### src/rtl/instr_fetch_unit.sv
// Fetch front end: holds the PC, talks req/ack to imem and feeds
// decode from a 2-entry in-order buffer; redirects flush and refetch.
module instr_fetch_unit #(
  parameter logic [31:0] RESET_PC = 32'h0000_0000,
  parameter int          DEPTH    = 2
) (
  input  logic        clk,
  input  logic        rst,
  output logic        imem_req,
  output logic [31:0] imem_addr,
  input  logic        imem_ack,
  input  logic [31:0] imem_rdata,
  input  logic        redirect,
  input  logic [31:0] redirect_pc,
  output logic        out_valid,
  input  logic        out_ready,
  output logic [31:0] instr,
  output logic [31:0] pc,
  output logic [6:0]  op,
  output logic [2:0]  funct3,
  output logic [6:0]  funct7
);

  typedef enum logic {FETCH, FLUSH} state_t;

  typedef struct packed {
    logic [31:0] pc;
    logic [31:0] word;
  } entry_t;

  state_t      state;
  state_t      state_nxt;
  logic [31:0] fetch_pc;
  logic [1:0]  count;
  logic        wp;
  logic        rp;
  entry_t      buf_q [0:1];
  entry_t      head;
  logic        req_c;
  logic        push;
  logic        pop;
  logic        unused_bits;

  assign unused_bits = ^redirect_pc[1:0];

  always_comb begin
    state_nxt = FETCH;
    req_c     = 1'b0;
    unique case (1'b1)
      (state == FETCH): req_c = (int'(count) < DEPTH);
      (state == FLUSH): req_c = 1'b0;
      default:          req_c = 1'b0;
    endcase
    if (redirect) state_nxt = FLUSH;
  end

  assign imem_req  = req_c & ~rst;
  assign imem_addr = fetch_pc;

  // Redirect beats any same-cycle ack.
  assign push = imem_req & imem_ack & ~redirect;
  assign pop  = out_valid & out_ready;

  assign head      = buf_q[rp];
  assign out_valid = (count != 2'd0) & ~rst;
  assign instr     = out_valid ? head.word : 32'h0;
  assign pc        = out_valid ? head.pc : 32'h0;
  assign op        = instr[6:0];
  assign funct3    = instr[14:12];
  assign funct7    = instr[31:25];

  always_ff @(posedge clk) begin
    if (rst) begin
      state    <= FETCH;
      fetch_pc <= RESET_PC;
      count    <= 2'd0;
      wp       <= 1'b0;
      rp       <= 1'b0;
    end else begin
      state <= state_nxt;
      if (redirect) begin
        count    <= 2'd0;
        wp       <= 1'b0;
        rp       <= 1'b0;
        fetch_pc <= {redirect_pc[31:2], 2'b00};
      end else begin
        if (push) begin
          buf_q[wp] <= '{pc: fetch_pc, word: imem_rdata};
          wp        <= ~wp;
          fetch_pc  <= fetch_pc + 32'd4;
        end
        if (pop) rp <= ~rp;
        count <= count + {1'b0, push} - {1'b0, pop};
      end
    end
  end

endmodule

### config.mk
export PLATFORM = sky130hd
export DESIGN_NAME = instr_fetch_unit
export DESIGN_NICKNAME = d
export VERILOG_FILES = /design/src/rtl/instr_fetch_unit.sv
export SDC_FILE = /design/constraint.sdc
export NUM_CORES = 1
export LEC_CHECK = 0
export CAP_MARGIN = 20
export CORE_MARGIN = 2
export CORE_UTILIZATION = 52
export CTS_CLUSTER_SIZE = 8
export DETAILED_ROUTE_END_ITERATION = 16
export PLACE_DENSITY = 0.85
export SLEW_MARGIN = 10
export SYNTH_ARGS = -nofsm -noshare
export SYNTH_HDL_FRONTEND = slang
export SYNTH_SLANG_ARGS = --single-unit
### constraint.sdc
create_clock -name clk -period 14.57 [get_ports clk]
set_input_delay 2.914 -clock clk [delete_from_list [all_inputs] [get_ports clk]]
set_output_delay 2.914 -clock clk [all_outputs]
set_load 0.02 [all_outputs]
==> results of run 1 <==
-- layer usage --
layer	track usage	part of all wire	up-vias
met2	0.395	0.50	278
li1	-	-	2347
met4	0.0787	0.015	0
met5	0	0	-
met3	0.0594	0.084	30
met1	0.293	0.40	2469
-- power by group --
part / switching, mW / internal, mW
Sequential: 0.0151 / 0.504
Combinational: 0.0381 / 0.0389
Clock: 0.173 / 0.263
Total: 0.227 / 0.806
-- flip-flops by register name, summed over array words and instances (netlist names), named ones only --
name and count:
buf_q 124, count 2, imem_addr 30, rp 1, state 1, wp 1
-- critical path, stage by stage --
cell,delay [ps]
clkdlybuf4s50_1,450
buf_4,310
inv_1,330
o21ai_4,120
buf_4,570
nor2_1,160
clkdlybuf4s50_1,590
-- placed cells by master, fill, tap and decap left out, types with 6 or more instances in the layout --
master,netlist,final
clkdlybuf4s50_1,0,177
edfxtp_1,124,124
nor2_1,90,89
mux2i_1,63,63
dfxtp_1,36,35
nand2_1,21,21
nand4_1,18,18
nand3_1,18,18
clkbuf_16,0,17
o21ai_0,15,15
a311oi_1,10,10
inv_1,9,9
xnor2_1,8,8
nor3_1,7,7
and4_1,7,7
or3_1,7,7
and3_1,7,6
-- cells by family (layout without fill, tap and decap cells) --
family | count (synthesis) | in the layout
compound gates | 55 | 55
xor+xnor | 11 | 11
fa+ha+maj | 3 | 3
buf+inv | 62 | 224
flops | 160 | 160
mux | 63 | 63
other cells | 1 | 4
simple gates | 198 | 198
-- layout make-up --
cell class / count / area (sq um) / share of cell area
Sequential cell: 160 / 4450 / 0.478
Clock buffer: 21 / 460 / 0.0495
Timing Repair Buffer: 182 / 1810 / 0.194
Multi-Input combinational cell: 334 / 2200 / 0.236
Tap cell: 176 / 220 / 0.0237
Clock inverter: 11 / 128 / 0.0137
Inverter: 10 / 37.5 / 0.00403
-- through the flow --
stage / hold slack, ps / utilization / cells / area [sq um]
global placement: 495 / 0.663 / 862 / 8710
finish: 519 / 0.708 / 894 / 9300
CTS: 515 / 0.708 / 894 / 9300
global route: 538 / 0.708 / 894 / 9300
floorplan: 481 / - / 556 / 6940
detailed placement: 503 / 0.663 / 862 / 8710
-- worst min-delay path by stage --
stage                              from           end  slack, ps
after detailed placement  imem_addr[31]  buf_q[1][63]        500
after CTS                 imem_addr[31]  buf_q[1][63]        520
after global routing      imem_addr[31]  buf_q[0][63]        540
final                                rp            rp        520
after floorplan                      rp          flop        480
after global placement               rp            rp        500
==> flow_summary.json, run 1 <==
{
  "p_leak_nw": 3.03,
  "io_pins": 184,
  "synth_edf_count": 124,
  "clock-sinks": 160,
  "synthSimpleGateAreaFrac": 0.145,
  "die_x_microns": 119,
  "cp-endpoint": "op[1]",
  "maxCapViolations": 0,
  "dp_slack_ps": 6180,
  "startpoint": "rst",
  "worst_slew_pin_slew_ps": 1120,
  "die_h_microns": 119,
  "synth.distinct_cells": 51,
  "fp-row-count": 42,
  "ys_ff_latch": 160,
  "place_hpwl_mm": 10.6,
  "path_class": "input port to output pin",
  "hp-class": "flop to flop",
  "grt_start_max_net_pins": 64,
  "synth_top_flop_cell": "edfxtp_1",
  "grt_pass1_wl_mm": 26.1,
  "min_period_over_period": 0.577,
  "slew_headroom": 0.253,
  "coreArea_sq_mm": 0.0131,
  "seq_area_frac_synth": 0.641,
  "finalCriticalPeriod_ps": 8410,
  "synth_xor_area_frac": 0.0139,
  "globalplace.congestion": 0.803,
  "synthTopCellsByArea": "edfxtp_1, dfxtp_1, mux2i_1, nor2_1, buf_4",
  "ys_top_cells_by_count": "edfxtp_1, nor2_1, mux2i_1, dfxtp_1, clkbuf_1",
  "start_kind": "input port",
  "cts_tree": "built",
  "ant_nets": 0,
  "vdd_drop_max_mv": 0.0698,
  "postCtsSetupBuffers": 0,
  "setup-tns-final_ps": 0,
  "htreeDepth": 4,
  "synth_top_area_cell": "edfxtp_1",
  "report.final.slew_viol_count": 0,
  "avgViaCountPerCell": 5.73,
  "wl_per_cell_microns": 18.4,
  "holdPathStages": 2,
  "outcome": "complete, no violations",
  "crit_required_ps": 11660,
  "synth_top_family_by_area": "simple AND/OR/NAND/NOR gates",
  "power.total_mw": 1.03,
  "start_util": 0.528,
  "synth_area_sq_mm": 0.00693,
  "io_buffers": 177,
  "fmax_mhz": 119,
  "fillers": 922,
  "synth_top_area_frac": 0.537,
  "cts_root_buffer": "clkbuf_16",
  "cts.path.max_buffers": 2,
  "synth_cells": 553,
  "setup_viol": 0,
  "rrSetupSlack_ps": 11090,
  "crit_path_end_kind": "output pin",
  "worstPathArrival_ps": 5490,
  "reg2regPathDepth": 5,
  "hold_viol": 0,
  "grt_pass1_vias": 5122,
  "hold_buffers": 0,
  "nets": 777,
  "drtIter0Drc": 527,
  "cts_resized": 0,
  "synth_warnings": 0,
  "syn_to_final_growth_pct": 34.2,
  "crit_fanout": 63,
  "yosysMostFrequentCell": "edfxtp_1",
  "r2r-start": "count[1]",
  "syn_avg_cell_area_sq_um": 12.5,
  "clk-insertion-delay-late_ps": 420,
  "drt_first_pass_iters": 5,
  "grt_overflow": 0,
  "synth_fa_ha_area_frac": 0.00541,
  "timing.final.ws_setup_ps": 6160,
  "dieArea_sq_mm": 0.0143,
  "diodes": 0,
  "cts_buffers": 17,
  "r2r_end": "buf_q[0][29]",
  "vias": 5124,
  "antenna_found_initial": 0,
  "clk_pin_slew_ps": 60,
  "drc_errors": 0,
  "rsz0062_at_grt": "no",
  "async_reset_ff_frac": 0,
  "synthMuxAreaShare": 0.0910,
  "grt_usage": 0.234,
  "synth_compound_area_frac": 0.0570,
  "drive_gt1_frac": 0.0641,
  "finalWirelength_mm": 16.4,
  "skew_ps": 11.3,
  "power_density_mw_per_mm2": 111
}
Note: power is estimated with default switching activity, not from simulation.
==> run 2, diff against run 1 <==
--- a/config.mk
+++ b/config.mk
@@ -7,10 +7,10 @@
 export LEC_CHECK = 0
 export CAP_MARGIN = 20
 export CORE_MARGIN = 2
-export CORE_UTILIZATION = 52
+export CORE_UTILIZATION = 44
 export CTS_CLUSTER_SIZE = 8
 export DETAILED_ROUTE_END_ITERATION = 16
-export PLACE_DENSITY = 0.85
+export PLACE_DENSITY = 0.76
 export SLEW_MARGIN = 10
 export SYNTH_ARGS = -nofsm -noshare
 export SYNTH_HDL_FRONTEND = slang
==> constraint.sdc (replaced) <==
create_clock -name clk -period 6.9 [get_ports clk]
set_input_delay 1.38 -clock clk [delete_from_list [all_inputs] [get_ports clk]]
set_output_delay 1.38 -clock clk [all_outputs]
set_load 0.02 [all_outputs]
==> flow_summary.json, run 2 (same netlist as run 1, synthesis figures left out) <==
{
  "outcome": "complete, no violations",
  "final_common_cell": "clkdlybuf4s50_1",
  "power_density_mw_per_mm2": 228,
  "vias": 5061,
  "cp_common_cell": "clkdlybuf4s50_1",
  "drtIter0Drc": 407,
  "setup_viol": 0,
  "coreArea_sq_mm": 0.0153,
  "setup-tns-final_ps": 0,
  "io_pins": 184,
  "p_leak_nw": 3.03,
  "nets": 779,
  "place_hpwl_mm": 11.0,
  "crit_chain": "clkdlybuf4s50_1 > inv_1 > o21ai_4 > buf_16 > buf_4 > nor2_1 > clkdlybuf4s50_1",
  "drt_first_pass_iters": 5,
  "drive_gt1_frac": 0.0556,
  "diodes": 0,
  "regMostFlops": "buf_q",
  "fmax_mhz": 192,
  "instances_no_fill": 930,
  "crit_slowest_cell": "clkdlybuf4s50_1",
  "cts_root_buffer": "clkbuf_16",
  "start_kind": "input port",
  "dieArea_sq_mm": 0.0168,
  "postCtsSetupBuffers": 0,
  "finalWirelength_mm": 16.4,
  "worst_slew_pin_slew_ps": 1090,
  "rrSetupSlack_ps": 3530,
  "hold_buffers": 0,
  "ant_nets": 0,
  "cts_tree": "built",
  "grt_overflow": 0,
  "place_inst": 898,
  "wl_per_cell_microns": 17.6,
  "htreeDepth": 4,
  "cts_resized": 0,
  "cts_buffers": 17,
  "rsz0062_at_grt": "no",
  "final_util": 0.609,
  "cp_top_family": "buffers and inverters",
  "crit_fanout": 27,
  "mostFrequentLayoutCells": "clkdlybuf4s50_1, edfxtp_1, nor2_1",
  "antenna_found_initial": 0,
  "hold_viol": 0,
  "crit_path_end_kind": "output pin",
  "globalplace.congestion": 0.821,
  "crit_required_ps": 5520,
  "cts.path.max_buffers": 2,
  "die_x_microns": 130,
  "grt_usage": 0.196,
  "syn_to_final_growth_pct": 34.5,
  "slew_headroom": 0.275,
  "io_buffers": 177,
  "start_util": 0.453,
  "cp_num_buf_inv": 5,
  "grt_pass1_vias": 4854,
  "avgViaCountPerCell": 5.44,
  "skew_ps": 5.01,
  "fp-row-count": 45,
  "path_class": "input port to output pin",
  "final_cell_area_sq_mm": 0.00933,
  "placed_cell_area_sq_mm": 0.00877,
  "min_period_over_period": 0.756,
  "grt_start_max_net_pins": 63,
  "worstPathArrival_ps": 3830,
  "cpPeakStageDelay_ps": 640,
  "finalCriticalPeriod_ps": 5210,
  "largest_reg_flops": 124,
  "vdd_drop_max_mv": 0.191,
  "clk_pin_slew_ps": 60,
  "clk-insertion-delay-late_ps": 420,
  "hp-class": "flop to flop",
  "maxCapViolations": 0,
  "die_h_microns": 130,
  "drc_errors": 0,
  "report.final.slew_viol_count": 0,
  "clock-sinks": 160,
  "grt_pass1_wl_mm": 25.0
}
==> run 2: cell types whose count changed in the layout (fill, tap and decap cells not counted) <==
cell	delta
clkinv_1	+6
clkinvlp_4	-3
inv_6	-3
clkbuf_8	-2
buf_16	+1
buf_4	+1
clkbuf_1	+1
clkinv_2	+1
clkinv_4	-1
==> run 2: area by class of cell <==
class	count	area, sq um
Fill cell	1219	5990
Sequential cell	160	4450
Multi-Input combinational cell	334	2200
Timing Repair Buffer	184	1840
Clock buffer	20	437
Tap cell	211	264
Clock inverter	11	97.6
Inverter	10	37.5
==> run 2: report_power, final <==
part | switching [mW] | internal [mW] | leakage (nW)
Clock | 0.345 | 0.520 | 0.262
Sequential | 0.0318 | 1.07 | 1.44
Combinational | 0.0792 | 0.0830 | 1.32
Total | 0.456 | 1.67 | 3.03
==> run 2: worst paths after layout <==
| check | from | to | cells past startpoint |
|---|---|---|---|
| worst max-delay path | rst | instr[25] | 7 |
| worst min register to register | rp | rp | 2 |
| worst max register to register | count[1] | buf_q[0][36] | 5 |
| worst min-delay path | rp | rp | 2 |
==> run 2: through the flow <==
step / hold slack, ps / setup slack (ps) / power (mW)
2_1_floorplan: 481 / 1330 / 1.18
3_3_place_gp: 497 / 1660 / 1.27
3_5_place_dp: 516 / 1670 / 1.28
4_1_cts: 532 / 1650 / 2.13
5_1_grt: 539 / 1530 / 2.19
6_report: 534 / 1690 / 2.12
==> run 2: worst min-delay path: stages, from the launching register on <==
cell and delay, ps:
dfxtp_1 320, xnor2_1 100, nor2_1 80
==> run 2: routing by layer <==
layer | routed length, microns | GRT usage | vias up
li1 | - | - | 2359
met1 | 7040 | 0.256 | 2435
met2 | 7880 | 0.319 | 236
met3 | 1130 | 0.0442 | 31
met4 | 346 | 0.0810 | 0
met5 | 0 | 0 | -
